<file path="src/rtl/systolic_feeder.sv">
// Skewed activation feeder for a 4x4 weight-stationary PE array: ping-pong tile buffer, diagonal stream, flush window.
// Optional stream-cycle counter on perf_cycles is built only when FEEDER_PERF_CNT_EN is defined.
module systolic_feeder #(
  parameter int WIDTH        = 16,
  parameter int FLUSH_CYCLES = 4
) (
  input  logic                  clk,
  input  logic                  rst,
  input  logic                  ld_valid,
  output logic                  ld_ready,
  input  logic [3:0][WIDTH-1:0] ld_data,
  output logic [3:0][WIDTH-1:0] out_left,
  output logic [3:0]            out_enable,
  output logic                  busy,
  output logic                  tile_done,
  output logic [31:0]           perf_cycles
);

  typedef enum logic [1:0] {
    ST_IDLE   = 2'd0,
    ST_STREAM = 2'd1,
    ST_FLUSH  = 2'd2
  } state_t;

  localparam logic [3:0] FLUSH_LAST = (FLUSH_CYCLES > 0) ? 4'(FLUSH_CYCLES - 1) : 4'd0;

  state_t           state_r, state_s;
  logic [2:0]       cnt_r, cnt_s;
  logic [3:0]       flush_r, flush_s;
  logic             wr_bank_r, rd_bank_r;
  logic [1:0]       bank_full_r;
  logic [1:0]       beat_cnt_r;
  logic [WIDTH-1:0] bank_r [2][4][4];
  logic             load_fire_s, load_last_s, release_s, tile_done_s;

  assign ld_ready    = ~bank_full_r[wr_bank_r];
  assign load_fire_s = ld_valid & ld_ready;
  assign load_last_s = load_fire_s & (beat_cnt_r == 2'd3);

  // Write pointer: row within the tile and which bank is being filled
  always_ff @(posedge clk or posedge rst) begin
    if (rst) begin
      wr_bank_r  <= 1'b0;
      beat_cnt_r <= 2'd0;
    end else if (load_fire_s) begin
      beat_cnt_r <= beat_cnt_r + 2'd1;
      if (load_last_s) begin
        wr_bank_r <= ~wr_bank_r;
      end
    end
  end

  // Tile storage; contents are don't-care after reset so no reset branch
  always_ff @(posedge clk) begin
    if (load_fire_s) begin
      for (int e = 0; e < 4; e++) begin
        bank_r[wr_bank_r][beat_cnt_r][e] <= ld_data[e];
      end
    end
  end

  // Bank ownership: a release and a load completion always touch different banks
  always_ff @(posedge clk or posedge rst) begin
    if (rst) begin
      bank_full_r <= 2'b00;
      rd_bank_r   <= 1'b0;
    end else begin
      if (release_s) begin
        bank_full_r[rd_bank_r] <= 1'b0;
        rd_bank_r              <= ~rd_bank_r;
      end
      if (load_last_s) begin
        bank_full_r[wr_bank_r] <= 1'b1;
      end
    end
  end

  // FSM state register
  always_ff @(posedge clk or posedge rst) begin
    if (rst) begin
      state_r <= ST_IDLE;
      cnt_r   <= 3'd0;
      flush_r <= 4'd0;
    end else begin
      state_r <= state_s;
      cnt_r   <= cnt_s;
      flush_r <= flush_s;
    end
  end

  // FSM next state; releasing into a full partner bank keeps tiles back-to-back
  always_comb begin
    state_s     = state_r;
    cnt_s       = cnt_r;
    flush_s     = flush_r;
    release_s   = 1'b0;
    tile_done_s = 1'b0;
    case (state_r)
      ST_IDLE: begin
        if (bank_full_r[rd_bank_r]) begin
          state_s = ST_STREAM;
          cnt_s   = 3'd0;
        end else begin
          state_s = ST_IDLE;
        end
      end
      ST_STREAM: begin
        if (cnt_r == 3'd6) begin
          if (FLUSH_CYCLES == 0) begin
            release_s   = 1'b1;
            tile_done_s = 1'b1;
            cnt_s       = 3'd0;
            state_s     = bank_full_r[~rd_bank_r] ? ST_STREAM : ST_IDLE;
          end else begin
            state_s = ST_FLUSH;
            flush_s = 4'd0;
          end
        end else begin
          cnt_s = cnt_r + 3'd1;
        end
      end
      ST_FLUSH: begin
        if (flush_r == FLUSH_LAST) begin
          release_s   = 1'b1;
          tile_done_s = 1'b1;
          cnt_s       = 3'd0;
          state_s     = bank_full_r[~rd_bank_r] ? ST_STREAM : ST_IDLE;
        end else begin
          flush_s = flush_r + 4'd1;
        end
      end
      default: begin
        state_s = ST_IDLE;
      end
    endcase
  end

  // Slot decode: lane i carries row (cnt - i); the same window gates column i's enable
  always_comb begin
    out_left   = '0;
    out_enable = 4'b0000;
    if (state_r == ST_STREAM) begin
      for (int i = 0; i < 4; i++) begin
        if ((cnt_r >= 3'(i)) && (cnt_r <= 3'(i + 3))) begin
          out_left[i]   = bank_r[rd_bank_r][2'(cnt_r - 3'(i))][i];
          out_enable[i] = 1'b1;
        end else begin
          out_left[i]   = '0;
          out_enable[i] = 1'b0;
        end
      end
    end else begin
      out_left   = '0;
      out_enable = 4'b0000;
    end
  end

  assign busy      = (state_r != ST_IDLE);
  assign tile_done = tile_done_s;

`ifdef FEEDER_PERF_CNT_EN
  logic [31:0] perf_r;

  // Cycles spent streaming, free-running with natural wrap
  always_ff @(posedge clk or posedge rst) begin
    if (rst) begin
      perf_r <= 32'd0;
    end else if (state_r == ST_STREAM) begin
      perf_r <= perf_r + 32'd1;
    end else begin
      perf_r <= perf_r;
    end
  end

  assign perf_cycles = perf_r;
`else
  assign perf_cycles = 32'd0;
`endif

endmodule
</file>
<file path="config.mk">
export PLATFORM = sky130hd
export DESIGN_NAME = systolic_feeder
export DESIGN_NICKNAME = d
export VERILOG_FILES = /design/src/rtl/systolic_feeder.sv
export SDC_FILE = /design/constraint.sdc
export NUM_CORES = 1
export LEC_CHECK = 0
export BUFFER_PORTS_ARGS = -buffer_cell sky130_fd_sc_hd__buf_4
export CORE_MARGIN = 2
export CORE_UTILIZATION = 44
export CTS_BUF_LIST = sky130_fd_sc_hd__clkbuf_16
export DETAILED_ROUTE_END_ITERATION = 12
export PLACE_DENSITY_LB_ADDON = 0.2
export REMOVE_ABC_BUFFERS = 1
export SYNTH_ARGS = -nofsm -noshare
export SYNTH_HDL_FRONTEND = slang
export SYNTH_SLANG_ARGS = --single-unit
</file>
<file path="constraint.sdc">
create_clock -name clk -period 5.15 [get_ports clk]
set_input_delay 0.7725 -clock clk [delete_from_list [all_inputs] [get_ports clk]]
set_output_delay 0.7725 -clock clk [all_outputs]
set_load 0.02 [all_outputs]
</file>
==> impl_metrics.yaml, run 1 <==
cts:
  post-cts-setup-buffers: 0
  cts_buffers: 54
  tritoncts: "yes"
  clock_path_buffers: 3
  cts_hold_buf: 0
  cts.clk_slew.worst_paths_ns: 0.06
  clk_latency_ns: 0.61
  htreeDepth: 2
  post_cts_resized: 0
  clock_sinks: 527
  cts-root-buf: "clkbuf_16"
min_path:
  hold_path.class: "input port to async pin"
timing:
  finalSetupViolations: 0
  fmax_ghz: 0.2430
  rsz0062_at_grt: "no"
  period_needed_ns: 4.115
  slew_headroom_pct: 33.71
  period_share_pct: 79.90
  clock_skew_ns: 0.01933
  hold_viol_final: 0
  worst_pin_slew_ns: 0.9944
  slew_viol_final: 0
global_route:
  grt_max_degree: 59
  grt_pass1_wl_mm: 81.89
  antenna_found_initial: 1
  grtUsageTotal_pct: 20.98
  grt_pass1_vias: 12170
  overflow: 0
die:
  die-area_sq_um: 54020
  start_util_pct: 44.66
  die_h_um: 232.4
  boundaryPins: 170
  coreArea_sq_um: 51410
  rows: 83
  die_w_um: 232.4
flow_run:
  cap_violations: 0
setup_path:
  slowest_delay_ns: 0.89
  crit_path_max_fanout: 37
  rr_endpoint: "bank_r[0][99]"
  worstPathCellList: "inv_1, ha_2, buf_4, mux2i_1, nor2_1, buf_4"
  rr_startpoint: "wr_bank_r"
  path_common_cell: "buf_4"
  end_kind: "primary output"
  cp.arrival_ns: 3.34
  cp_slowest_cell: "ha_2"
  crit_required_ns: 4.38
  reg2reg_slack_ns: 2.04
  startpoint_type: "flop"
  r2r.worst_path.cells: 5
  path_class: "flop to primary output"
synth:
  avgSynthCellArea_sq_um: 18.91
  yosysTopAreaCellShare_pct: 66.96
  yosys_warnings: 0
  seq_area_frac_synth_pct: 68.60
  netlist_area_sq_um: 22960
  synth_cell_types: 40
  ys_ff_latch: 527
  synth_area_leader_cell: "edfxtp_1"
  synth.top_cells.by_area: "edfxtp_1 67%, mux4_2 13%, mux2_2 8.7%"
  synth_cells: 1214
route:
  vias_per_cell: 5.594
  routed_wl_mm: 55.61
  first_pass_iters: 5
  routed-via-count: 11650
  first_iter_violations: 962
  wl_met1_mm: 23.69
  wl_per_cell_um: 26.70
  ant_nets: 0
  dr_wl_met3_mm: 3.197
  dr_wl_met2_mm: 27.63
  drc: 0
  top_layer_used: "met5"
placement:
  gp_congestion: 0.7296
  dp.cells: 1983
  port_buffers: 137
  hpwl_mm: 30.95
power:
  p_total_uw: 13580
  peakVddDrop_uv: 322.6
  p_leak_uw: 0.009184
  p_per_area_nw_per_um2: 515.4
finish:
  insertedDiodeCount: 0
  area_growth_pct: 14.73
  stdcell_count: 2083
  layout-drive-gt1-share_pct: 42.55
  nNetsFinal: 1435
status:
  outcome: "finished, final reports clean"
==> state kept, by name, indices dropped and copies added, names as in the netlist <==
| name | cells |
|---|---|
| bank_full_r | 2 |
| bank_r | 512 |
| beat_cnt_r | 2 |
| cnt_r | 3 |
| flush_r | 4 |
| rd_bank_r | 1 |
| state_r | 2 |
| wr_bank_r | 1 |
==> cells by family after synthesis <==
| group | Yosys count | share of synthesized area [%] |
|---|---|---|
| AND/OR/NAND/NOR | 139 | 2.507 |
| other | 1 | 0.01633 |
| multiplexers | 358 | 23.94 |
| XOR/XNOR | 4 | 0.1526 |
| AO/OA/AOI/OAI | 49 | 1.215 |
| adder cells (fa/ha/maj) | 9 | 0.4905 |
| buffers and inverters | 127 | 3.079 |
| flip-flops | 527 | 68.60 |
==> cell type report <==
| type | count | area, sq um |
|---|---|---|
| Clock inverter | 46 | 249.0 |
| Clock buffer | 54 | 1351 |
| Tap cell | 680 | 850.8 |
| Multi-Input combinational cell | 591 | 6709 |
| Fill cell | 4169 | 25060 |
| Inverter | 11 | 41.29 |
| Sequential cell | 527 | 15760 |
| Timing Repair Buffer | 174 | 1381 |
==> worst max-delay path: cells and delay by family, from the launching register on <==
kind,cells,cell delay (ns)
flops,1,0.77
fa+ha+maj,1,0.89
buf+inv,3,0.75
simple gates,1,0.06
mux,1,0.26
==> report_power, final <==
group          internal, uW  switching, uW  total (uW)
Combinational          1940           2620        4570
Clock                  1950           1620        3570
Sequential             5190            253        5440
==> synth_stat cells <==
cell	instances
inv_2	1
nor2_1	41
mux2_2	177
o311ai_2	1
nand4_1	1
and2_1	1
ha_1	9
nand2_1	78
o32ai_1	1
a31o_2	1
or3b_2	1
o211ai_1	2
buf_2	34
a21oi_1	35
nor3b_1	2
conb_1	1
and3_1	4
buf_4	42
edfxtp_1	512
o21ai_0	6
xor2_1	1
mux2i_1	35
xnor2_1	3
mux2_4	18
nand2b_1	2
clkinv_1	1
inv_1	9
nand2_2	2
o21ai_1	1
and3b_1	1
buf_1	4
mux4_2	128
clkbuf_1	32
nand3_1	3
or2_2	1
buf_6	4
a21o_1	1
dfrtp_1	15
nor2b_1	2
o31ai_2	1
==> layout by cell type (no fill, tap or decap), types with 2 or more instances in the layout <==
cell type	netlist	final
nor2b_1	2	2
buf_12	0	6
buf_4	42	168
dfrtp_4	0	2
nor2_1	41	37
dfrtp_1	15	12
ha_1	9	8
nand2_1	78	76
nand3_1	3	3
o211ai_1	2	2
nor3b_1	2	2
nor2_4	0	4
a21oi_1	35	35
mux2_4	18	18
nand2_2	2	2
inv_6	0	3
o21ai_0	6	6
clkbuf_16	0	54
mux4_2	128	128
xnor2_1	3	3
nand2_4	0	2
inv_1	9	21
and3_4	0	4
edfxtp_1	512	512
nand2b_1	2	2
clkinv_1	1	12
conb_1	1	32
mux2_2	177	177
clkinv_2	0	18
mux2i_1	35	35
==> per-stage QoR <==
step	worst slack (ns)	utilization, %	hold WS (ns)	instance area [sq um]	TNS (ns)
6_report	1.035	51.24	0.2688	26340	0
2_1_floorplan	-1.741	-	0.4863	22410	-211.43
5_1_grt	0.8678	51.24	0.3087	26340	0
4_1_cts	0.9368	51.24	0.2876	26340	0
3_3_place_gp	1.638	48.13	0.5151	24740	0
3_5_place_dp	1.582	48.13	0.5284	24740	0
==> how the worst max path moves through the flow <==
stage	end	slack, ns	depth (start not counted)	from
global route	out_left[29]	0.87	6	cnt_r[0]
finish	out_left[29]	1.03	6	cnt_r[0]
CTS	out_left[29]	0.94	6	cnt_r[0]
floorplan	out_left[62]	-1.74	3	rd_bank_r
detailed placement	out_left[29]	1.58	6	cnt_r[0]
global placement	out_left[59]	1.64	6	cnt_r[0]
==> per-layer routing <==
metal / track usage, % / vias up
met5: 0 / -
met4: 4.868 / 2
met3: 3.725 / 71
met2: 34.89 / 364
met1: 28.92 / 6153
li1: - / 5062
(Power assumes the default switching activity.)
==> inputs of run 2 (changes only) <==
==> constraint.sdc (replaced) <==
create_clock -name clk -period 4 [get_ports clk]
set_input_delay 0.6 -clock clk [delete_from_list [all_inputs] [get_ports clk]]
set_output_delay 0.6 -clock clk [all_outputs]
set_load 0.02 [all_outputs]
==> run 2 against run 1 <==
  * Critical path depth shrank 1
  * Utilization increased by 0.43 points
  * Non-clock buffer count up 5
  * Combinational power grew 33%
  * Largest power group unchanged
  * Final cell count up 0.34%
  * Global-route usage down 0.13 points
  * Die area stayed put
  * Clock-buffer cell count rose by 3
  * Register-to-register slack lost 1.3 ns
  * Setup slack got worse by 0.82 ns
==> impl_metrics.yaml, run 2 (synthesized netlist as in run 1, its figures left out) <==
die:
  rows: 83
  die-area_sq_um: 54020
  die_w_um: 232.4
  start_util_pct: 44.66
  boundaryPins: 170
  die_h_um: 232.4
  coreArea_sq_um: 51410
timing:
  worst_pin_slew_ns: 1.045
  finalSetupViolations: 0
  rsz0062_at_grt: "no"
  slew_viol_final: 0
  period_needed_ns: 3.789
  hold_viol_final: 0
  fmax_ghz: 0.2640
  clock_skew_ns: 0.01989
  final.setup.tns_ns: 0
  slew_headroom_pct: 30.34
  period_share_pct: 94.71
  timing.hold.ws_ns: 0.08914
finish:
  area_growth_pct: 15.68
  largest_register_ffs: 512
  fillers: 4147
  insertedDiodeCount: 0
  final_cell_mix: "512 x edfxtp_1, 177 x mux2_2, 169 x buf_4"
  stdcell_count: 2090
  final_cell_area_sq_um: 26560
  layout-drive-gt1-share_pct: 42.13
  layout_commonest_cell: "edfxtp_1"
  nNetsFinal: 1441
  top_register: "bank_r"
  top_regs: "bank_r: 512 flops, flush_r: 4 flops, cnt_r: 3 flops"
cts:
  cts-root-buf: "clkbuf_16"
  post_cts_resized: 0
  cts_hold_buf: 0
  clock_path_buffers: 3
  htreeDepth: 2
  cts.clk_slew.worst_paths_ns: 0.06
  tritoncts: "yes"
  cts_buffers: 55
  post-cts-setup-buffers: 0
  clock_sinks: 527
  clk_latency_ns: 0.60
power:
  p_sw_uw: 5872
  p_per_area_nw_per_um2: 675.2
  p_sw_share_pct: 32.74
  peakVddDrop_uv: 399.7
  p_clk_share_pct: 27.3
  combPwrFrac_pct: 33.8
  p_int_uw: 12060
  p_leak_uw: 0.009289
  pwr-share-seq_pct: 38.9
  p_total_uw: 17930
route:
  routed_wl_mm: 55.23
  routed-via-count: 11790
  vias_per_cell: 5.641
  ant_nets: 0
  wl_per_cell_um: 26.42
  first_iter_violations: 889
  drc: 0
  first_pass_iters: 6
setup_path:
  cp.arrival_ns: 3.19
  end_kind: "primary output"
  startpoint_type: "flop"
  crit_required_ns: 3.40
  crit_path_max_fanout: 48
  path_class: "flop to primary output"
placement:
  dp.cells: 1988
  postPlaceCellArea_sq_um: 24830
  gp_congestion: 0.7175
  hpwl_mm: 31.40
  port_buffers: 137
global_route:
  grt_pass1_vias: 12290
  grtUsageTotal_pct: 20.86
  overflow: 0
  antenna_found_initial: 0
  grt_max_degree: 49
  grt_pass1_wl_mm: 82.03
status:
  outcome: "finished, final reports clean"
min_path:
  hold_path.class: "input port to async pin"
flow_run:
  cap_violations: 0
==> run 2: stage by stage <==
step / util (%) / worst slack, ns
3_3_place_gp: 48.30 / 0.7749
4_1_cts: 51.67 / 0.1346
3_5_place_dp: 48.30 / 0.7377
2_1_floorplan: - / -2.718
6_report: 51.67 / 0.2114
5_1_grt: 51.67 / 0.03079
==> run 2: final cells by class <==
cell class	instances	area, sq um	area share [%]
sequential	527	15760	59.33
multi-input combinational	591	6709	25.26
timing repair buffer	179	1469	5.530
clock buffer	57	1426	5.370
tap	680	850.8	3.203
clock inverter	45	305.3	1.149
inverter	11	41.29	0.1555
==> run 2: worst paths after layout <==
| check | from | to | slack (ns) | cells after the start |
|---|---|---|---|---|
| worst min-delay path | rst | flush_r[1] | 0.09 | 2 |
| worst max-delay path | cnt_r[0] | out_left[62] | 0.21 | 5 |
| min in group clk | ld_data[37] | bank_r[1][213] | 0.34 | 2 |
| worst max register to register | wr_bank_r | bank_r[0][94] | 0.72 | 5 |
| max in group asynchronous | rst | cnt_r[0] | 3.45 | 2 |
| worst min register to register | flush_r[0] | flush_r[0] | 0.54 | 1 |
==> run 2: critical path, cell delays in order (launching register included) <==
cell,delay [ns]
dfrtp_4,0.82
buf_4,0.73
mux4_2,0.60
mux2i_1,0.18
nor2_1,0.06
buf_4,0.16
==> run 2: routing by layer <==
metal / part of all wire, % / routed length [um] / vias up / GRT usage, %
met3: 5.0 / 2754 / 75 / 3.223
met4: 1.7 / 959 / 0 / 4.487
met1: 43 / 23960 / 6295 / 29.21
met2: 50 / 27550 / 326 / 34.68
met5: 0 / 0 / - / 0
li1: - / - / 5093 / -
==> run 2: power by group through the flow <==
stage | sequential, uW | combinational [uW] | clock (uW)
floorplan | 7290 | 3710 | 0
global placement | 7080 | 6130 | 0
detailed placement | 7100 | 6150 | 0
CTS | 6980 | 6170 | 4990
global route | 7030 | 6460 | 5190
finish | 6980 | 6060 | 4890
==> inputs of run 3 (changes only) <==
--- a/config.mk
+++ b/config.mk
@@ -10,7 +10,7 @@
 export CORE_UTILIZATION = 44
 export CTS_BUF_LIST = sky130_fd_sc_hd__clkbuf_16
 export DETAILED_ROUTE_END_ITERATION = 12
-export PLACE_DENSITY_LB_ADDON = 0.2
+export PLACE_DENSITY = 0.64
 export REMOVE_ABC_BUFFERS = 1
 export SYNTH_ARGS = -nofsm -noshare
 export SYNTH_HDL_FRONTEND = slang
==> run 3 against run 2 <==
  * Utilization is 0.080 points lower
  * Non-clock buffer count down 1
  * Clock-buffer cell count unchanged
  * Power is 0.33% lower
  * Die area unchanged
  * Combinational power hardly changed
  * Critical path type unchanged
  * Largest power group unchanged
==> impl_metrics.yaml, run 3 (synthesized netlist as in run 1, its figures left out) <==
status:
  outcome: "finished, final reports clean"
cts:
  post-cts-setup-buffers: 0
  htreeDepth: 2
  cts-root-buf: "clkbuf_16"
  clock_path_buffers: 3
  clk_latency_ns: 0.59
  cts.clk_slew.worst_paths_ns: 0.06
  clock_sinks: 527
  post_cts_resized: 0
  cts_hold_buf: 0
  cts_buffers: 54
  tritoncts: "yes"
route:
  first_pass_iters: 5
  ant_nets: 0
  vias_per_cell: 5.574
  drc: 0
  routed-via-count: 11620
  routed_wl_mm: 53.25
  wl_per_cell_um: 25.54
  first_iter_violations: 900
power:
  peakVddDrop_uv: 393.0
  p_total_uw: 17880
  p_per_area_nw_per_um2: 674.1
  p_leak_uw: 0.009231
finish:
  top_regs: "bank_r: 512 flops, flush_r: 4 flops, cnt_r: 3 flops"
  insertedDiodeCount: 0
  fillers: 4161
  top_register: "bank_r"
  seq_area_sq_um: 15760
  stdcell_count: 2085
  layout-drive-gt1-share_pct: 42.85
  final_cell_area_sq_um: 26520
  layout_commonest_cell: "edfxtp_1"
  multiInputGateArea_sq_um: 6699
  nNetsFinal: 1439
  largest_register_ffs: 512
  area_growth_pct: 15.50
  final_cell_mix: "512 x edfxtp_1, 177 x mux2_2, 171 x buf_4"
global_route:
  grt_max_degree: 88
  grtUsageTotal_pct: 20.04
  overflow: 0
  antenna_found_initial: 1
  grt_pass1_wl_mm: 79.14
  grt_pass1_vias: 12150
setup_path:
  crit_required_ns: 3.40
  cp.arrival_ns: 2.90
  crit_path_max_fanout: 36
  cp_slowest_cell: "o31ai_4"
  path_class: "flop to primary output"
  worstPathCellList: "buf_4, nor2_1, o31ai_4, buf_4, a21oi_1, buf_4"
  slowest_delay_ns: 0.69
  startpoint_type: "flop"
  end_kind: "primary output"
  path_common_cell: "buf_4"
timing:
  period_share_pct: 87.48
  clock_skew_ns: 0.01122
  period_needed_ns: 3.499
  hold_viol_final: 0
  fmax_ghz: 0.2858
  slew_viol_final: 0
  worst_pin_slew_ns: 0.9800
  rsz0062_at_grt: "no"
  finalSetupViolations: 0
  slew_headroom_pct: 34.66
die:
  start_util_pct: 44.66
  rows: 83
  boundaryPins: 170
  die_h_um: 232.4
  coreArea_sq_um: 51410
  die_w_um: 232.4
  die-area_sq_um: 54020
placement:
  port_buffers: 137
  dp.cells: 1987
  postPlaceCellArea_sq_um: 24770
  gp_congestion: 0.7379
  hpwl_mm: 31.09
min_path:
  hold_path.class: "input port to async pin"
flow_run:
  cap_violations: 0
## run 3: changes by cell type in the layout (fill, tap and decap cells not counted)
cell,before,now
clkinvlp_4,1,4
bufinv_16,4,5
nand2_2,2,4
inv_16,1,0
buf_4,169,171
clkinv_1,15,11
nand2_4,2,0
buf_12,10,7
clkinv_2,5,11
inv_1,28,19
## run 3: layer usage
layer	vias up	global-route usage, %	part of all wire, %
li1	5073	-	-
met3	69	3.419	5.4
met2	338	33.12	49
met5	-	0	0.024
met4	2	5.168	2.1
met1	6140	27.66	43
## run 3: power breakdown
part	total, uW	switching [uW]	internal [uW]
Sequential	6900	211	6680
Clock	4940	2060	2880
Combinational	6040	3500	2540
Total	17900	5770	12100
## run 3: final timing paths
kind	from	cells after the start	slack [ns]	endpoint
min in group clk	ld_data[37]	2	0.36	bank_r[0][213]
max reg2reg	wr_bank_r	5	0.92	bank_r[0][44]
min reg2reg	flush_r[0]	1	0.54	flush_r[0]
max in group asynchronous	rst	2	3.40	cnt_r[0]
max	cnt_r[1]	6	0.50	out_left[47]
min	rst	2	0.12	rd_bank_r
## run 3: layout make-up
class / count / share of cell area [%]
Sequential cell: 527 / 59.42
Multi-Input combinational cell: 591 / 25.26
Timing Repair Buffer: 178 / 5.369
Clock inverter: 41 / 1.203
Tap cell: 680 / 3.208
Clock buffer: 57 / 5.379
Inverter: 11 / 0.1557
## run 3: metrics by stage
step | setup slack [ns] | setup TNS (ns) | hold slack (ns) | utilization, %
finish | 0.5006 | 0 | 0.1210 | 51.59
floorplan | -2.718 | -579.97 | 0.4863 | -
CTS | 0.3845 | 0 | 0.1173 | 51.59
global placement | 0.9192 | 0 | 0.5165 | 48.19
detailed placement | 0.9119 | 0 | 0.5266 | 48.19
global route | 0.3237 | 0 | 0.1665 | 51.59
## run 3: critical path, delay by kind of cell (launching register included)
family	cells	cell delay (ns)
compound gates	2	0.77
simple gates	1	0.18
buf+inv	3	0.97
flops	1	0.38
